<file path="src/rtl/noc_pkg.sv">
// Shared NoC link definitions: flit field layout, flit type codes, output-link FSM states.
// Latency: n/a (types and constants only).
// Backpressure: n/a.
package noc_pkg;

    localparam int FLIT_W = 32;
    localparam int ADDR_W = 4;

    localparam int TYPE_MSB = 31;
    localparam int TYPE_LSB = 30;
    localparam int SRC_MSB  = 29;
    localparam int SRC_LSB  = 26;

    localparam logic [1:0] TYPE_HEAD = 2'b10;
    localparam logic [1:0] TYPE_BODY = 2'b00;
    localparam logic [1:0] TYPE_TAIL = 2'b01;
    localparam logic [1:0] TYPE_HT   = 2'b11;

    typedef enum logic [1:0] {
        IDLE     = 2'd0,
        SEND_VC0 = 2'd1,
        SEND_VC1 = 2'd2
    } tx_state_t;

endpackage

</file>
<file path="src/rtl/vc_credit_counter.sv">
// Credit counter for one downstream VC buffer, preset to BUF_DEPTH on reset.
// Latency: count updates on the edge after dec/inc; nonzero/overflow are combinational.
// Backpressure: nonzero gates sends; inc at full credit saturates and flags overflow.
module vc_credit_counter #(
    parameter int BUF_DEPTH = 4,
    parameter int CW        = $clog2(BUF_DEPTH + 1)
) (
    input  logic          clk,
    input  logic          rst,
    input  logic          dec,
    input  logic          inc,
    output logic [CW-1:0] count,
    output logic          nonzero,
    output logic          overflow
);

    localparam logic [CW-1:0] FULL = CW'(BUF_DEPTH);

    always_ff @(posedge clk) begin
        if (rst) begin
            count <= FULL;
        end else if (dec && !inc) begin
            count <= count - 1'b1;
        end else if (inc && !dec && count != FULL) begin
            count <= count + 1'b1;
        end
    end

    assign nonzero  = (count != '0);
    assign overflow = inc && !dec && (count == FULL);

endmodule

</file>
<file path="src/rtl/vc_link_tx.sv">
// Drains two VC FIFOs onto one output link: wormhole packet lock, round-robin at packet boundaries.
// Latency: a flit popped in cycle N is on data_flit_out with valid_out=1 after edge N+1.
// Backpressure: a VC is served only while its FIFO is non-empty and it holds a downstream credit.
module vc_link_tx
    import noc_pkg::*;
#(
    parameter int bit_of_flit    = FLIT_W,
    parameter int bit_of_address = ADDR_W,
    parameter int BUF_DEPTH      = 4
) (
    input  logic                   clk,
    input  logic                   rst,
    input  logic [bit_of_flit-1:0] data_flit_VC0,
    input  logic [bit_of_flit-1:0] data_flit_VC1,
    input  logic                   empty0,
    input  logic                   empty1,
    output logic                   rd_en0,
    output logic                   rd_en1,
    input  logic                   credit_in0,
    input  logic                   credit_in1,
    output logic [bit_of_flit-1:0] data_flit_out,
    output logic                   valid_out,
    output logic                   vc_out,
    output logic                   error
);

    localparam int CW = $clog2(BUF_DEPTH + 1);

    if (bit_of_flit != FLIT_W || bit_of_address != ADDR_W ||
        SRC_MSB - SRC_LSB + 1 != bit_of_address || BUF_DEPTH < 1 || BUF_DEPTH > 15) begin : g_bad_param
        $error("vc_link_tx: unsupported parameterisation");
    end

    tx_state_t              state, state_nxt;
    logic                   last_grant, last_grant_nxt;
    logic                   send, send_vc, proto_err;
    logic [bit_of_flit-1:0] send_flit;

    logic [CW-1:0] credit0, credit1;
    logic          credit_nz0, credit_nz1;
    logic          credit_ov0, credit_ov1;

    logic [1:0] type0, type1;
    logic       elig0, elig1;
    logic       orphan0, orphan1;
    logic       head0, head1;

    assign type0 = data_flit_VC0[TYPE_MSB:TYPE_LSB];
    assign type1 = data_flit_VC1[TYPE_MSB:TYPE_LSB];

    // Credit is the registered value: a same-cycle credit_in cannot unblock a VC at zero.
    assign elig0 = !empty0 && credit_nz0;
    assign elig1 = !empty1 && credit_nz1;

    assign orphan0 = elig0 && (type0 == TYPE_BODY || type0 == TYPE_TAIL);
    assign orphan1 = elig1 && (type1 == TYPE_BODY || type1 == TYPE_TAIL);
    assign head0   = elig0 && (type0 == TYPE_HEAD || type0 == TYPE_HT);
    assign head1   = elig1 && (type1 == TYPE_HEAD || type1 == TYPE_HT);

    always_comb begin
        rd_en0         = 1'b0;
        rd_en1         = 1'b0;
        send           = 1'b0;
        send_vc        = 1'b0;
        send_flit      = data_flit_VC0;
        state_nxt      = state;
        last_grant_nxt = last_grant;
        proto_err      = 1'b0;
        if (!rst) begin
            case (state)
                IDLE: begin
                    // Stray body/tail flits are flushed first; arbitration waits a cycle.
                    if (orphan0 || orphan1) begin
                        rd_en0    = orphan0;
                        rd_en1    = orphan1;
                        proto_err = 1'b1;
                    end else if (head0 && (!head1 || last_grant)) begin
                        rd_en0         = 1'b1;
                        send           = 1'b1;
                        send_vc        = 1'b0;
                        send_flit      = data_flit_VC0;
                        last_grant_nxt = 1'b0;
                        if (type0 == TYPE_HEAD) state_nxt = SEND_VC0;
                    end else if (head1) begin
                        rd_en1         = 1'b1;
                        send           = 1'b1;
                        send_vc        = 1'b1;
                        send_flit      = data_flit_VC1;
                        last_grant_nxt = 1'b1;
                        if (type1 == TYPE_HEAD) state_nxt = SEND_VC1;
                    end
                end
                SEND_VC0: begin
                    if (elig0) begin
                        rd_en0    = 1'b1;
                        send      = 1'b1;
                        send_vc   = 1'b0;
                        send_flit = data_flit_VC0;
                        if (type0 == TYPE_TAIL) begin
                            state_nxt = IDLE;
                        end else if (type0 == TYPE_HEAD || type0 == TYPE_HT) begin
                            proto_err = 1'b1;
                        end
                    end
                end
                SEND_VC1: begin
                    if (elig1) begin
                        rd_en1    = 1'b1;
                        send      = 1'b1;
                        send_vc   = 1'b1;
                        send_flit = data_flit_VC1;
                        if (type1 == TYPE_TAIL) begin
                            state_nxt = IDLE;
                        end else if (type1 == TYPE_HEAD || type1 == TYPE_HT) begin
                            proto_err = 1'b1;
                        end
                    end
                end
                default: state_nxt = IDLE;
            endcase
        end
    end

    always_ff @(posedge clk) begin
        if (rst) begin
            state         <= IDLE;
            last_grant    <= 1'b1;
            data_flit_out <= '0;
            valid_out     <= 1'b0;
            vc_out        <= 1'b0;
            error         <= 1'b0;
        end else begin
            state      <= state_nxt;
            last_grant <= last_grant_nxt;
            valid_out  <= send;
            if (send) begin
                data_flit_out <= send_flit;
                vc_out        <= send_vc;
            end
            if (proto_err || credit_ov0 || credit_ov1) error <= 1'b1;
        end
    end

    vc_credit_counter #(.BUF_DEPTH(BUF_DEPTH), .CW(CW)) u_credit0 (
        .clk      (clk),
        .rst      (rst),
        .dec      (send && !send_vc),
        .inc      (credit_in0),
        .count    (credit0),
        .nonzero  (credit_nz0),
        .overflow (credit_ov0)
    );

    vc_credit_counter #(.BUF_DEPTH(BUF_DEPTH), .CW(CW)) u_credit1 (
        .clk      (clk),
        .rst      (rst),
        .dec      (send && send_vc),
        .inc      (credit_in1),
        .count    (credit1),
        .nonzero  (credit_nz1),
        .overflow (credit_ov1)
    );

    a_credit0_range: assert property (@(posedge clk) disable iff (rst) credit0 <= CW'(BUF_DEPTH));
    a_credit1_range: assert property (@(posedge clk) disable iff (rst) credit1 <= CW'(BUF_DEPTH));

endmodule

</file>
<file path="config.mk">
export PLATFORM = sky130hd
export DESIGN_NAME = vc_link_tx
export DESIGN_NICKNAME = d
export VERILOG_FILES = /design/src/rtl/noc_pkg.sv /design/src/rtl/vc_credit_counter.sv /design/src/rtl/vc_link_tx.sv
export SDC_FILE = /design/constraint.sdc
export NUM_CORES = 1
export LEC_CHECK = 0
export CORE_MARGIN = 2
export CORE_UTILIZATION = 40
export CTS_CLUSTER_SIZE = 25
export DETAILED_ROUTE_END_ITERATION = 12
export HOLD_SLACK_MARGIN = 0.02
export PLACE_DENSITY = 0.74
export SLEW_MARGIN = 20
export SYNTH_ARGS = -nofsm -noshare
export SYNTH_HDL_FRONTEND = slang
export SYNTH_HIERARCHICAL = 1
export SYNTH_SLANG_ARGS = --single-unit
</file>
<file path="constraint.sdc">
create_clock -name clk -period 4.5 [get_ports clk]
set_clock_uncertainty 0.05 [all_clocks]
set_input_delay 0.675 -clock clk [delete_from_list [all_inputs] [get_ports clk]]
set_output_delay 0.675 -clock clk [all_outputs]
set_load 0.01 [all_outputs]
</file>
# After elaboration in Yosys (flattened, before gate mapping)
# Index checks and enable logic that the tools add are counted.
# W data, S select, Z words.
# op_classes
add_sub_neg,4
n_eq_ne,20
muxes,48
bitwise_logic,1
reduce_logical,43
# op_table
op,count
$mux W32,4
$pmux W32 S2,1
$mux W1,24
$mux W2,9
$logic_and A1 B1 Y1,17
$ne A3 B3 Y1 const B,5
$mux W3,4
$eq A2 B2 Y1 const B,5
$ne A2 B2 Y1 const B,5
$logic_not A1 Y1,8
$logic_or A1 B1 Y1,8
$reduce_and A8 Y1,1
$add A3 B1 Y3 const B,2
$eq A2 B1 Y1 const B,3
$eq A3 B3 Y1 const B,2
$logic_not A2 Y1,3
$pmux W1 S2,3
$pmux W1 S3,2
$pmux W2 S3,1
$reduce_bool A2 Y1,3
$reduce_bool A3 Y1,2
$sub A3 B1 Y3 const B,2
$reduce_and A3 Y1,1
$not A1 Y1,1
# word_totals
register_bits,44
in_bits,70
output_inout_bits,37
elab_cells,124

# Logic depth before layout (Yosys ltp)
# Gate-level depths: netlist of the first run.
# depth
depth_word,17
depth_mapped,13
mapped_depth_nobuf,10

# By module
# Netlist of the first run, hierarchy kept.
# by_module_without_submodules
module,instances,cells_each,area_each_um2,seq_area_each_um2
vc_link_tx,1,294,2382.3,760.7
vc_credit_counter,2,28,236.5,60.1

# Least setup slack after synthesis of the first run
# No wires, ideal clock.
# synth_timing
path_type,input to register
start,in rst
end,reg u_credit0.count[1]
setup_ns,0.117
arrival_ns,3.001
t_required_ns,4.333
setup_slack_ns,1.332
path_stages,10
path_buffers,3
path_cell_list,buf_2 or4_1 o22a_1 buf_6 clkbuf_1 nor2_1 nand2_1 fa_1 mux2i_1 a32o_1
# synth_between
elab_chain_len,7
word_cells_on_any_way,10
classes_between,3 x mux; 7 x reduce/logical
# synth_rtl
element,line_no,text
"start, declared",vc_link_tx.sv:12,"input logic rst,"
$mux W1,vc_link_tx.sv:69,if (!rst) begin
$logic_not A1 Y1,vc_link_tx.sv:147,".dec (send && !send_vc),"
$logic_and A1 B1 Y1,vc_link_tx.sv:147,
$logic_not A1 Y1,vc_credit_counter.sv:24,end else if (inc && !dec && count != FULL) begin
$logic_and A1 B1 Y1 (2 in series),vc_credit_counter.sv:24,
$reduce_bool A2 Y1 (no line),n/a,
"end signal, assigned",vc_credit_counter.sv:23,count <= count - 1'b1;
"end signal, assigned",vc_credit_counter.sv:25,count <= count + 1'b1;
"end, declared",vc_credit_counter.sv:12,"output logic [CW-1:0] count,"
# Parallel ways exist; a longest one is shown, timed or not.
# A chain may end at the register's enable or synchronous reset.

# Final worst setup path of the first run
# layout_timing
start,in empty0
end,out rd_en1
# layout_between
elab_chain_len,8
word_cells_on_any_way,10
classes_between,4 x mux; 6 x reduce/logical
# layout_rtl
element,line_no,text
"start, declared",vc_link_tx.sv:15,"input logic empty0,"
$logic_not A1 Y1 *,vc_link_tx.sv:52,assign elig0 = !empty0 && credit_nz0;
$logic_and A1 B1 Y1 *,vc_link_tx.sv:52,
$logic_and A1 B1 Y1,vc_link_tx.sv:57,assign head0 = elig0 && (type0 == TYPE_HEAD || type0 == TYPE_HT);
$logic_and A1 B1 Y1,vc_link_tx.sv:77,end else if (head0 && (!head1 || last_grant)) begin
$mux W1,vc_link_tx.sv:77,
$mux W1 *,vc_link_tx.sv:73,if (orphan0 || orphan1) begin
$pmux W1 S2 *,vc_link_tx.sv:70,case (state)
$mux W1 *,vc_link_tx.sv:69,
"end, declared",vc_link_tx.sv:18,"output logic rd_en1,"
# Every way passes the cells marked *; elsewhere a longest branch is shown, timed or not.

==> out/results.tsv, run 1 <==
stage	metric	value	unit
run_status	status	complete, no violations	
clock_tree	CTS Sinks	44	
global_routing	grt met2 use	0.364	
place	# placed instances	527	
synth	largest family of logic cells by synthesized area	compound AO/OA/AOI/OAI gates	
global_routing	initial antenna violation count	0	
synth	Avg Synthesized Cell Area	8.16	um^2
global_routing	M1 GR Usage	0.295	
timing	Final setup viols	0	
floorplanning	I/O Pins	107	
synth	most frequent cell after synthesis	a21oi_1	
detailed_routing	Detailed Route WL	8900	um
clock_tree	htree depth	2	
timing	Max Freq	0.272	GHz
synth	Synth area leader	dfxtp_1	
synth	Post-Synth Adder-Cell Area	0.0140	
floorplanning	Core Area	6870	um^2
synth	Post-Syn Instances	350	
timing	setup TNS	0	ns
synth	top post-synthesis cells by count	a21oi_1, dfxtp_1, o21ai_0	
timing	hold_ws	0.434	ns
place	Placed Area	3950	um^2
hold_path	worst hold start	error	
detailed_routing	DR iter-0 viols	224	
clock_tree	cts bufs inserted	5	
clock_tree	# Post-CTS Setup Buffers	0	
clock_tree	Post-CTS Hold Fix Bufs	0	
floorplanning	Die ar.	7830	um^2
timing	relative slew slack	0.228	
critical_path	critical path's slowest cell	o21ai_1	
critical_path	Setup crit end kind	output port	
final_layout	Nets	510	
critical_path	CP cell instances	clkdlybuf4s50_1 > nor2b_1 > a21oi_1 > o21ai_1 > a21oi_1 > clkdlybuf4s50_1	
timing	Max Slew Vio Count	0	
timing	Tightest Pin Transition	1.16	ns
floorplanning	starting density of the core	0.416	
place	dpl hpwl	6030	um
detailed_routing	DRC Markers	0	
global_routing	GRT met3 Usage	0.0429	
final_layout	share of layout cells above drive strength 1	0.0979	
final_layout	# fillers	600	
global_routing	vias in the first global route	2924	
critical_path	r2r setup slk	1.09	ns
detailed_routing	drt first pass iters	4	
synth	Synth Area in Simple Gates	0.0885	
timing	Period minus WS final	3.67	ns
synth	post-synthesis sequential area ratio	0.309	
synth	Distinct cells, synth	44	
critical_path	Setup crit start kind	input port	
floorplanning	die height	88.5	um
final_layout	Final Non-Filler Cells	535	
timing	Final Hold Fails	0	
synth	Post-Synth XOR/XNOR Area	0.00920	
hold_path	Hold Crit Class	reg2reg	
global_routing	first-pass GRT wire length	14000	um
clock_tree	post-cts resize count	0	
final_layout	area delta synth->final	42.2	%
critical_path	CP startpoint	empty0	
synth	Synth Area in Compound Gates	0.404	
place	routability cong.	0.824	
power_and_ir_drop	Pwr Density	284	nW/um^2
critical_path	Largest stage delay, worst path	0.56	ns
critical_path	RR Startpoint	u_credit1/count[0]	
detailed_routing	post-route ant nets	0	
global_routing	total gr overflow	0	
final_layout	Layout Cell Area excl Fill	4060	um^2
synth	EDFF count, synth	0	
critical_path	WP data required	3.77	ns
run	# Max-Cap Violations	0	
final_layout	Ant. Diodes	0	
clock_tree	clock-pin slew on the worst setup and hold paths	0.09	ns
global_routing	All-Layer GR Usage	0.224	
synth	Syn. warnings	6	
synth	Top FF cell, synth	dfxtp_1	
clock_tree	root buf cell	clkbuf_8	
global_routing	largest net degree at the start of global routing	33	
detailed_routing	vias after detailed routing	3057	
synth	#FFs+latches synth	44	
timing	part of the cycle the worst path needs	0.816	
synth	Synth area leaders	dfxtp_1, a21oi_1, a22o_1	
detailed_routing	vias per cell	5.71	
place	number of buffers inserted by port buffering	106	
synth	syn nets	422	
clock_tree	TritonCTS clock tree	built	
global_routing	busiest metal layer after global routing	met2	
timing	RSZ-0062 raised after global routing	false	
critical_path	CP max FO	9	
floorplanning	die width	88.5	um
power_and_ir_drop	Final Power	1.15	mW
synth	asr flop ratio synth	0	
synth	mux share of post-synthesis cell area	0.105	
critical_path	kind of critical path	in2out	
clock_tree	Clock Path Buffers	2	
power_and_ir_drop	Max rail drop VDD	0.000140	V
synth	top-area cell type share of the netlist area	0.309	
floorplanning	Std-Cell Rows	30	
detailed_routing	WL/cell	16.6	um
critical_path	CP bufs+invs	2	
power_and_ir_drop	Pleak	1.44	nW
critical_path	CP arrival	2.94	ns
critical_path	Crit path max-delay family	buffers and inverters	
synth	Mapped Area	2860	um^2
clock_tree	clock latency at the later pin of the worst-skew pair	0.30	ns
## through the flow
step,setup slack (ns),util
floorplan,1.33,-
global placement,0.757,0.574
detailed placement,0.666,0.574
CTS,0.842,0.591
global route,0.634,0.591
finish,0.830,0.591
## cells in the final DEF, fill, tap and decap left out, types with 2 or more instances in the layout
cell type,instances
clkbuf_8,5
dfxtp_1,44
a22oi_1,24
a221oi_1,2
buf_4,7
nor4_1,2
and3_1,3
a21oi_1,74
a221oi_2,2
fa_1,2
nor2_1,8
inv_1,8
nand3b_1,2
a32o_1,2
nor2b_1,6
or3_1,3
nand2b_1,4
o211ai_1,2
nand2_1,17
a22o_1,24
mux2_1,7
o21ai_1,2
o21ai_0,33
mux2_2,17
a211oi_1,3
inv_2,5
o311ai_1,2
mux2i_1,3
a211o_1,2
xor2_1,2
clkdlybuf4s50_1,106
## metal layers
metal  up-vias  wire length (um)
met1      1437              3880
li1       1489                 -
met4         0               242
met5         -                 0
met3        17               583
met2       114              4200
## kinds of logic after synthesis
group,count (synthesis)
mux,27
simple gates,49
buf+inv,45
flops,44
compound gates,180
xor+xnor,3
fa+ha+maj,2
## final timing paths
check / to / depth (start not counted)
setup / recovery: rd_en1 / 6
hold / removal: error / 2
setup reg to reg: u_credit1/count[2] / 9
hold reg to reg: error / 2
## power by group
part	switching (mW)	internal (mW)	leakage, nW
clock network	0.147	0.167	0.0548
logic	0.182	0.200	1.02
registers	0.0284	0.429	0.361
total	0.357	0.797	1.44
## sequential cells by signal, indices dropped and copies added, names as in the netlist
register         flops
data_flit_out       32
error                1
last_grant           1
state                2
u_credit0/count      3
u_credit1/count      3
valid_out            1
vc_out               1
## layout make-up
type                       instances  area, um^2  area share
inverter                          13        48.8      0.0120
clock inverter                     3        46.3      0.0114
sequential                        44         881       0.217
tap                               96         120      0.0296
clock buffer                       5        68.8      0.0169
multi-input combinational        261        1780       0.439
timing repair buffer             113        1110       0.274
## worst register-to-register path, delay by kind of cell, from the launching register on
kind	cells	cell delay, ns
AND/OR/NAND/NOR	4	1.37
flip-flops	1	0.47
adder cells (fa/ha/maj)	1	0.43
AO/OA/AOI/OAI	4	0.98
No activity file was read; power rests on OpenSTA's default activity.
==> inputs of run 2 (changes only) <==
==> constraint.sdc (replaced) <==
create_clock -name clk -period 3.65 [get_ports clk]
set_clock_uncertainty 0.05 [all_clocks]
set_input_delay 0.5475 -clock clk [delete_from_list [all_inputs] [get_ports clk]]
set_output_delay 0.5475 -clock clk [all_outputs]
set_load 0.01 [all_outputs]
==> run 2 against run 1 <==
Count of clock-buffer cells in the layout grew 1. Utilization grew 0.44 points. Hold slack gained 0.013 ns. Critical endpoint unchanged. Largest cell class unchanged.
==> out/results.tsv, run 2 (synthesis results as in run 1) <==
stage	metric	value	unit
detailed_routing	DRC Markers	0	
clock_tree	cts bufs inserted	5	
timing	relative slew slack	0.229	
power_and_ir_drop	sw frac	0.309	
run_status	status	complete, no violations	
floorplanning	die height	88.5	um
global_routing	vias in the first global route	2895	
power_and_ir_drop	Pwr Density	348	nW/um^2
final_layout	area delta synth->final	43.3	%
final_layout	Final Non-Filler Cells	540	
clock_tree	# Post-CTS Setup Buffers	0	
final_layout	Ant. Diodes	0	
clock_tree	clock latency at the later pin of the worst-skew pair	0.30	ns
floorplanning	Core Area	6870	um^2
critical_path	WP data required	3.05	ns
final_layout	final core occ	0.596	
detailed_routing	vias after detailed routing	3139	
floorplanning	Std-Cell Rows	30	
power_and_ir_drop	Max rail drop VDD	0.000153	V
critical_path	RR Startpoint	u_credit0/count[2]	
critical_path	kind of critical path	reg2out	
critical_path	CP max FO	26	
detailed_routing	vias per cell	5.81	
final_layout	max reg flops	32	
clock_tree	CTS Sinks	44	
floorplanning	Die ar.	7830	um^2
power_and_ir_drop	Final Power	1.42	mW
hold_path	Hold Crit Class	reg2reg	
power_and_ir_drop	Reg power frac	0.396	
place	Placed Area	3980	um^2
final_layout	share of layout cells above drive strength 1	0.106	
critical_path	CP arrival	2.76	ns
global_routing	largest net degree at the start of global routing	33	
run	# Max-Cap Violations	0	
timing	hold_ws	0.446	ns
timing	Max Slew Vio Count	0	
place	# placed instances	532	
timing	setup TNS	0	ns
final_layout	most frequent cells in the layout	clkdlybuf4s50_1, a21oi_1, dfxtp_1	
floorplanning	I/O Pins	107	
detailed_routing	drt first pass iters	5	
hold_path	worst hold start	data_flit_out[31]	
final_layout	Largest Register	data_flit_out	
power_and_ir_drop	clock share of power	0.268	
clock_tree	Clock Path Buffers	2	
detailed_routing	WL/cell	16.9	um
critical_path	Setup crit start kind	register	
clock_tree	clock-pin slew on the worst setup and hold paths	0.09	ns
timing	Max Freq	0.298	GHz
clock_tree	Post-CTS Hold Fix Bufs	0	
global_routing	first-pass GRT wire length	14100	um
clock_tree	root buf cell	clkbuf_8	
place	dpl hpwl	6050	um
timing	Tightest Pin Transition	1.15	ns
timing	part of the cycle the worst path needs	0.921	
clock_tree	htree depth	2	
place	routability cong.	0.861	
power_and_ir_drop	Internal	984	uW
timing	Period minus WS final	3.36	ns
detailed_routing	post-route ant nets	0	
floorplanning	die width	88.5	um
detailed_routing	DR iter-0 viols	224	
place	number of buffers inserted by port buffering	106	
timing	Final Hold Fails	0	
final_layout	Largest regs	data_flit_out: 32 flops, u_credit0/count: 3 flops, u_credit1/count: 3 flops	
power_and_ir_drop	Pleak	1.47	nW
detailed_routing	Detailed Route WL	9110	um
final_layout	Layout Cell Area excl Fill	4090	um^2
power_and_ir_drop	power share of the combinational group	0.336	
critical_path	Setup crit end kind	output port	
critical_path	CP startpoint	state[1]	
final_layout	commonest non-fill, non-tap cell in the layout	clkdlybuf4s50_1	
timing	worst setup margin	0.289	ns
place	dpl ws	0.381	ns
clock_tree	post-cts resize count	0	
global_routing	All-Layer GR Usage	0.228	
floorplanning	starting density of the core	0.416	
timing	RSZ-0062 raised after global routing	false	
global_routing	initial antenna violation count	0	
final_layout	Nets	515	
clock_tree	TritonCTS clock tree	built	
global_routing	total gr overflow	0	
timing	Final setup viols	0	
power_and_ir_drop	switching power total	440	uW
-- run 2: cell count changes in the layout (fill, tap and decap cells not counted), sizes merged --
cell / change
inv: -1
clkinv: +1
clkbuf: +1
clkinvlp: -1
buf: +5
-- run 2: area by class of cell --
cell class | count | area (um^2)
multi-input cells | 261 | 1780
clock buffers | 6 | 72.6
inverters | 13 | 48.8
fillers | 618 | 2780
well taps | 96 | 120
clock inverters | 2 | 35.0
flip-flops and latches | 44 | 881
repair buffers | 118 | 1150
-- run 2: power groups by stage --
stage	Sequential, mW	Combinational (mW)	Clock, mW
global route	0.569	0.517	0.412
detailed placement	0.573	0.474	0
floorplan	0.584	0.231	0
finish	0.563	0.478	0.382
global placement	0.573	0.467	0
CTS	0.563	0.477	0.390
-- run 2: critical path, cell delays in order (launching register included) --
cell and delay, ns:
dfxtp_1 0.54, nor2_2 0.99, nand2_1 0.11, a21oi_1 0.25, clkdlybuf4s50_1 0.57
-- run 2: worst paths after layout --
check,slack [ns],to,cells past startpoint
worst max-delay path,0.29,rd_en1,4
worst min-delay path,0.45,data_flit_out[31],2
worst max register to register,0.70,u_credit0/count[2],9
worst min register to register,0.45,data_flit_out[31],2
-- run 2: layer usage --
metal / global-route usage / part of all wire / vias to the layer above
li1: - / - / 1512
met1: 0.315 / 0.45 / 1485
met2: 0.354 / 0.47 / 126
met3: 0.0448 / 0.066 / 16
met4: 0.0813 / 0.020 / 0
met5: 0 / 0 / -
==> inputs of run 3 (changes only) <==
--- a/config.mk
+++ b/config.mk
@@ -5,13 +5,12 @@
 export SDC_FILE = /design/constraint.sdc
 export NUM_CORES = 1
 export LEC_CHECK = 0
-export CORE_MARGIN = 2
+export CORE_MARGIN = 4
 export CORE_UTILIZATION = 40
 export CTS_CLUSTER_SIZE = 25
 export DETAILED_ROUTE_END_ITERATION = 12
 export HOLD_SLACK_MARGIN = 0.02
 export PLACE_DENSITY = 0.74
-export SLEW_MARGIN = 20
 export SYNTH_ARGS = -nofsm -noshare
 export SYNTH_HDL_FRONTEND = slang
 export SYNTH_HIERARCHICAL = 1
==> run 3 against run 2 <==
Wire length grew 2.9%. Total power shrank 3.7%. Final cell count is the same. Setup slack lost 0.053 ns. Die area grew 9.2%. Flip-flop and latch count is the same. Non-clock buffer count is the same. Sequential power is essentially flat.
==> out/results.tsv, run 3 (synthesis results as in run 1) <==
stage	metric	value	unit
timing	Max Freq	0.293	GHz
final_layout	area delta synth->final	42.8	%
clock_tree	cts bufs inserted	5	
power_and_ir_drop	clock share of power	0.238	
global_routing	total gr overflow	0	
timing	Final Hold Fails	0	
detailed_routing	DR iter-0 viols	265	
power_and_ir_drop	Reg power frac	0.412	
power_and_ir_drop	Internal	932	uW
clock_tree	CTS Sinks	44	
place	routability cong.	0.877	
critical_path	kind of critical path	reg2out	
critical_path	CP bufs+invs	1	
critical_path	critical path's slowest cell	nor2_2	
timing	relative slew slack	0.231	
run	# Max-Cap Violations	0	
timing	Max Slew Vio Count	0	
detailed_routing	Detailed Route WL	9380	um
global_routing	largest net degree at the start of global routing	33	
clock_tree	Clock Path Buffers	2	
global_routing	vias in the first global route	3103	
clock_tree	TritonCTS clock tree	built	
power_and_ir_drop	Pwr Density	336	nW/um^2
detailed_routing	WL/cell	17.4	um
critical_path	r2r setup slk	0.70	ns
final_layout	Nets	515	
critical_path	CP max FO	26	
place	dpl hpwl	6360	um
clock_tree	# Post-CTS Setup Buffers	0	
floorplanning	Die ar.	8550	um^2
floorplanning	Core Area	6870	um^2
detailed_routing	drt first pass iters	5	
timing	Tightest Pin Transition	1.15	ns
detailed_routing	DRC Markers	0	
power_and_ir_drop	Pleak	1.46	nW
critical_path	R2R depth	9	
global_routing	All-Layer GR Usage	0.215	
clock_tree	clock-pin slew on the worst setup and hold paths	0.09	ns
clock_tree	htree depth	2	
critical_path	CP endpoint	rd_en1	
final_layout	Largest Register	data_flit_out	
critical_path	Largest stage delay, worst path	1.00	ns
floorplanning	die width	92.5	um
clock_tree	clock latency at the later pin of the worst-skew pair	0.29	ns
critical_path	RR Startpoint	u_credit0/count[2]	
clock_tree	post-cts resize count	0	
final_layout	final core occ	0.593	
hold_path	Hold Crit Class	reg2reg	
power_and_ir_drop	power share of the combinational group	0.350	
final_layout	max reg flops	32	
run_status	status	complete, no violations	
place	number of buffers inserted by port buffering	106	
floorplanning	I/O Pins	107	
power_and_ir_drop	switching power total	438	uW
critical_path	WP data required	3.05	ns
timing	setup TNS	0	ns
power_and_ir_drop	Max rail drop VDD	0.000158	V
timing	Period minus WS final	3.41	ns
global_routing	initial antenna violation count	0	
critical_path	CP startpoint	state[0]	
timing	part of the cycle the worst path needs	0.935	
floorplanning	starting density of the core	0.416	
critical_path	CP arrival	2.82	ns
critical_path	Setup crit end kind	output port	
timing	RSZ-0062 raised after global routing	false	
final_layout	Ant. Diodes	0	
critical_path	Crit path max-delay family	simple AND/OR/NAND/NOR gates	
global_routing	grt met2 use	0.353	
final_layout	commonest non-fill, non-tap cell in the layout	clkdlybuf4s50_1	
detailed_routing	vias after detailed routing	3126	
power_and_ir_drop	sw frac	0.320	
critical_path	R2R Path End	u_credit1/count[1]	
clock_tree	root buf cell	clkbuf_8	
final_layout	Largest regs	data_flit_out: 32 flops, u_credit0/count: 3 flops, u_credit1/count: 3 flops	
critical_path	CP Depth	4	
final_layout	share of layout cells above drive strength 1	0.108	
detailed_routing	vias per cell	5.79	
timing	Final setup viols	0	
floorplanning	die height	92.5	um
global_routing	first-pass GRT wire length	15100	um
global_routing	GRT met3 Usage	0.0520	
critical_path	CP cell instances	nor2_2 > nand2_1 > a21oi_1 > clkdlybuf4s50_1	
global_routing	M1 GR Usage	0.277	
critical_path	Setup crit start kind	register	
clock_tree	Post-CTS Hold Fix Bufs	0	
detailed_routing	post-route ant nets	0	
final_layout	most frequent cells in the layout	clkdlybuf4s50_1, a21oi_1, dfxtp_1	
floorplanning	Std-Cell Rows	30	
global_routing	busiest metal layer after global routing	met2	
==> run 3: cell types whose count changed in the layout (fill, tap and decap cells not counted), sizes merged <==
cell | previous run | this run
clkinv | 1 | 2
bufinv | 1 | 0
==> run 3: worst register-to-register path: cells and delay by family, from the launching register on <==
family                     cells  cell delay [ns]
adders and majority gates      1             0.52
AOI/OAI and AO/OA              2             0.55
muxes                          1             0.08
DFF                            1             0.37
and+or+nand+nor                5             1.27
==> run 3: worst min path at each step <==
| stage | from | to | slack [ns] | cells past startpoint |
|---|---|---|---|---|
| 6_report | data_flit_out[31] | data_flit_out[31] | 0.43 | 2 |
| 5_1_grt | vc_out | vc_out | 0.46 | 1 |
| 4_1_cts | data_flit_out[31] | data_flit_out[31] | 0.44 | 2 |
| 3_5_place_dp | data_flit_out[31] | data_flit_out[31] | 0.42 | 2 |
| 3_3_place_gp | error | error | 0.41 | 2 |
| 2_1_floorplan | last_grant | last_grant | 0.40 | 2 |
==> run 3: metal layers <==
layer / vias to the layer above / wire length, um
met5: - / 0
met2: 130 / 4480
li1: 1509 / -
met4: 0 / 183
met3: 10 / 613
met1: 1477 / 4100
==> run 3: through the flow <==
step                area, um^2  total power [mW]  cells  setup slack (ns)  hold WS [ns]
global placement          3980              1.04    532             0.505         0.411
floorplan                 2860             0.815    350             0.528         0.396
detailed placement        3980              1.05    532             0.388         0.418
finish                    4080              1.37    540             0.237         0.432
global route              4080              1.45    540             0.125         0.464
CTS                       4080              1.37    540             0.243         0.439
==> run 3: final cells by class <==
| class | instances | area (um^2) |
|---|---|---|
| timing repair buffer | 118 | 1150 |
| clock buffer | 6 | 82.6 |
| multi-input combinational | 261 | 1780 |
| inverter | 13 | 48.8 |
| clock inverter | 2 | 10.0 |
| tap | 96 | 120 |
| sequential | 44 | 881 |
| fill | 627 | 2790 |
==> run 3: power by group through the flow <==
stage,logic [mW],clock network [mW],registers (mW)
finish,0.479,0.326,0.565
global route,0.521,0.355,0.572
CTS,0.479,0.332,0.564
detailed placement,0.475,0,0.574
global placement,0.468,0,0.575
floorplan,0.231,0,0.584
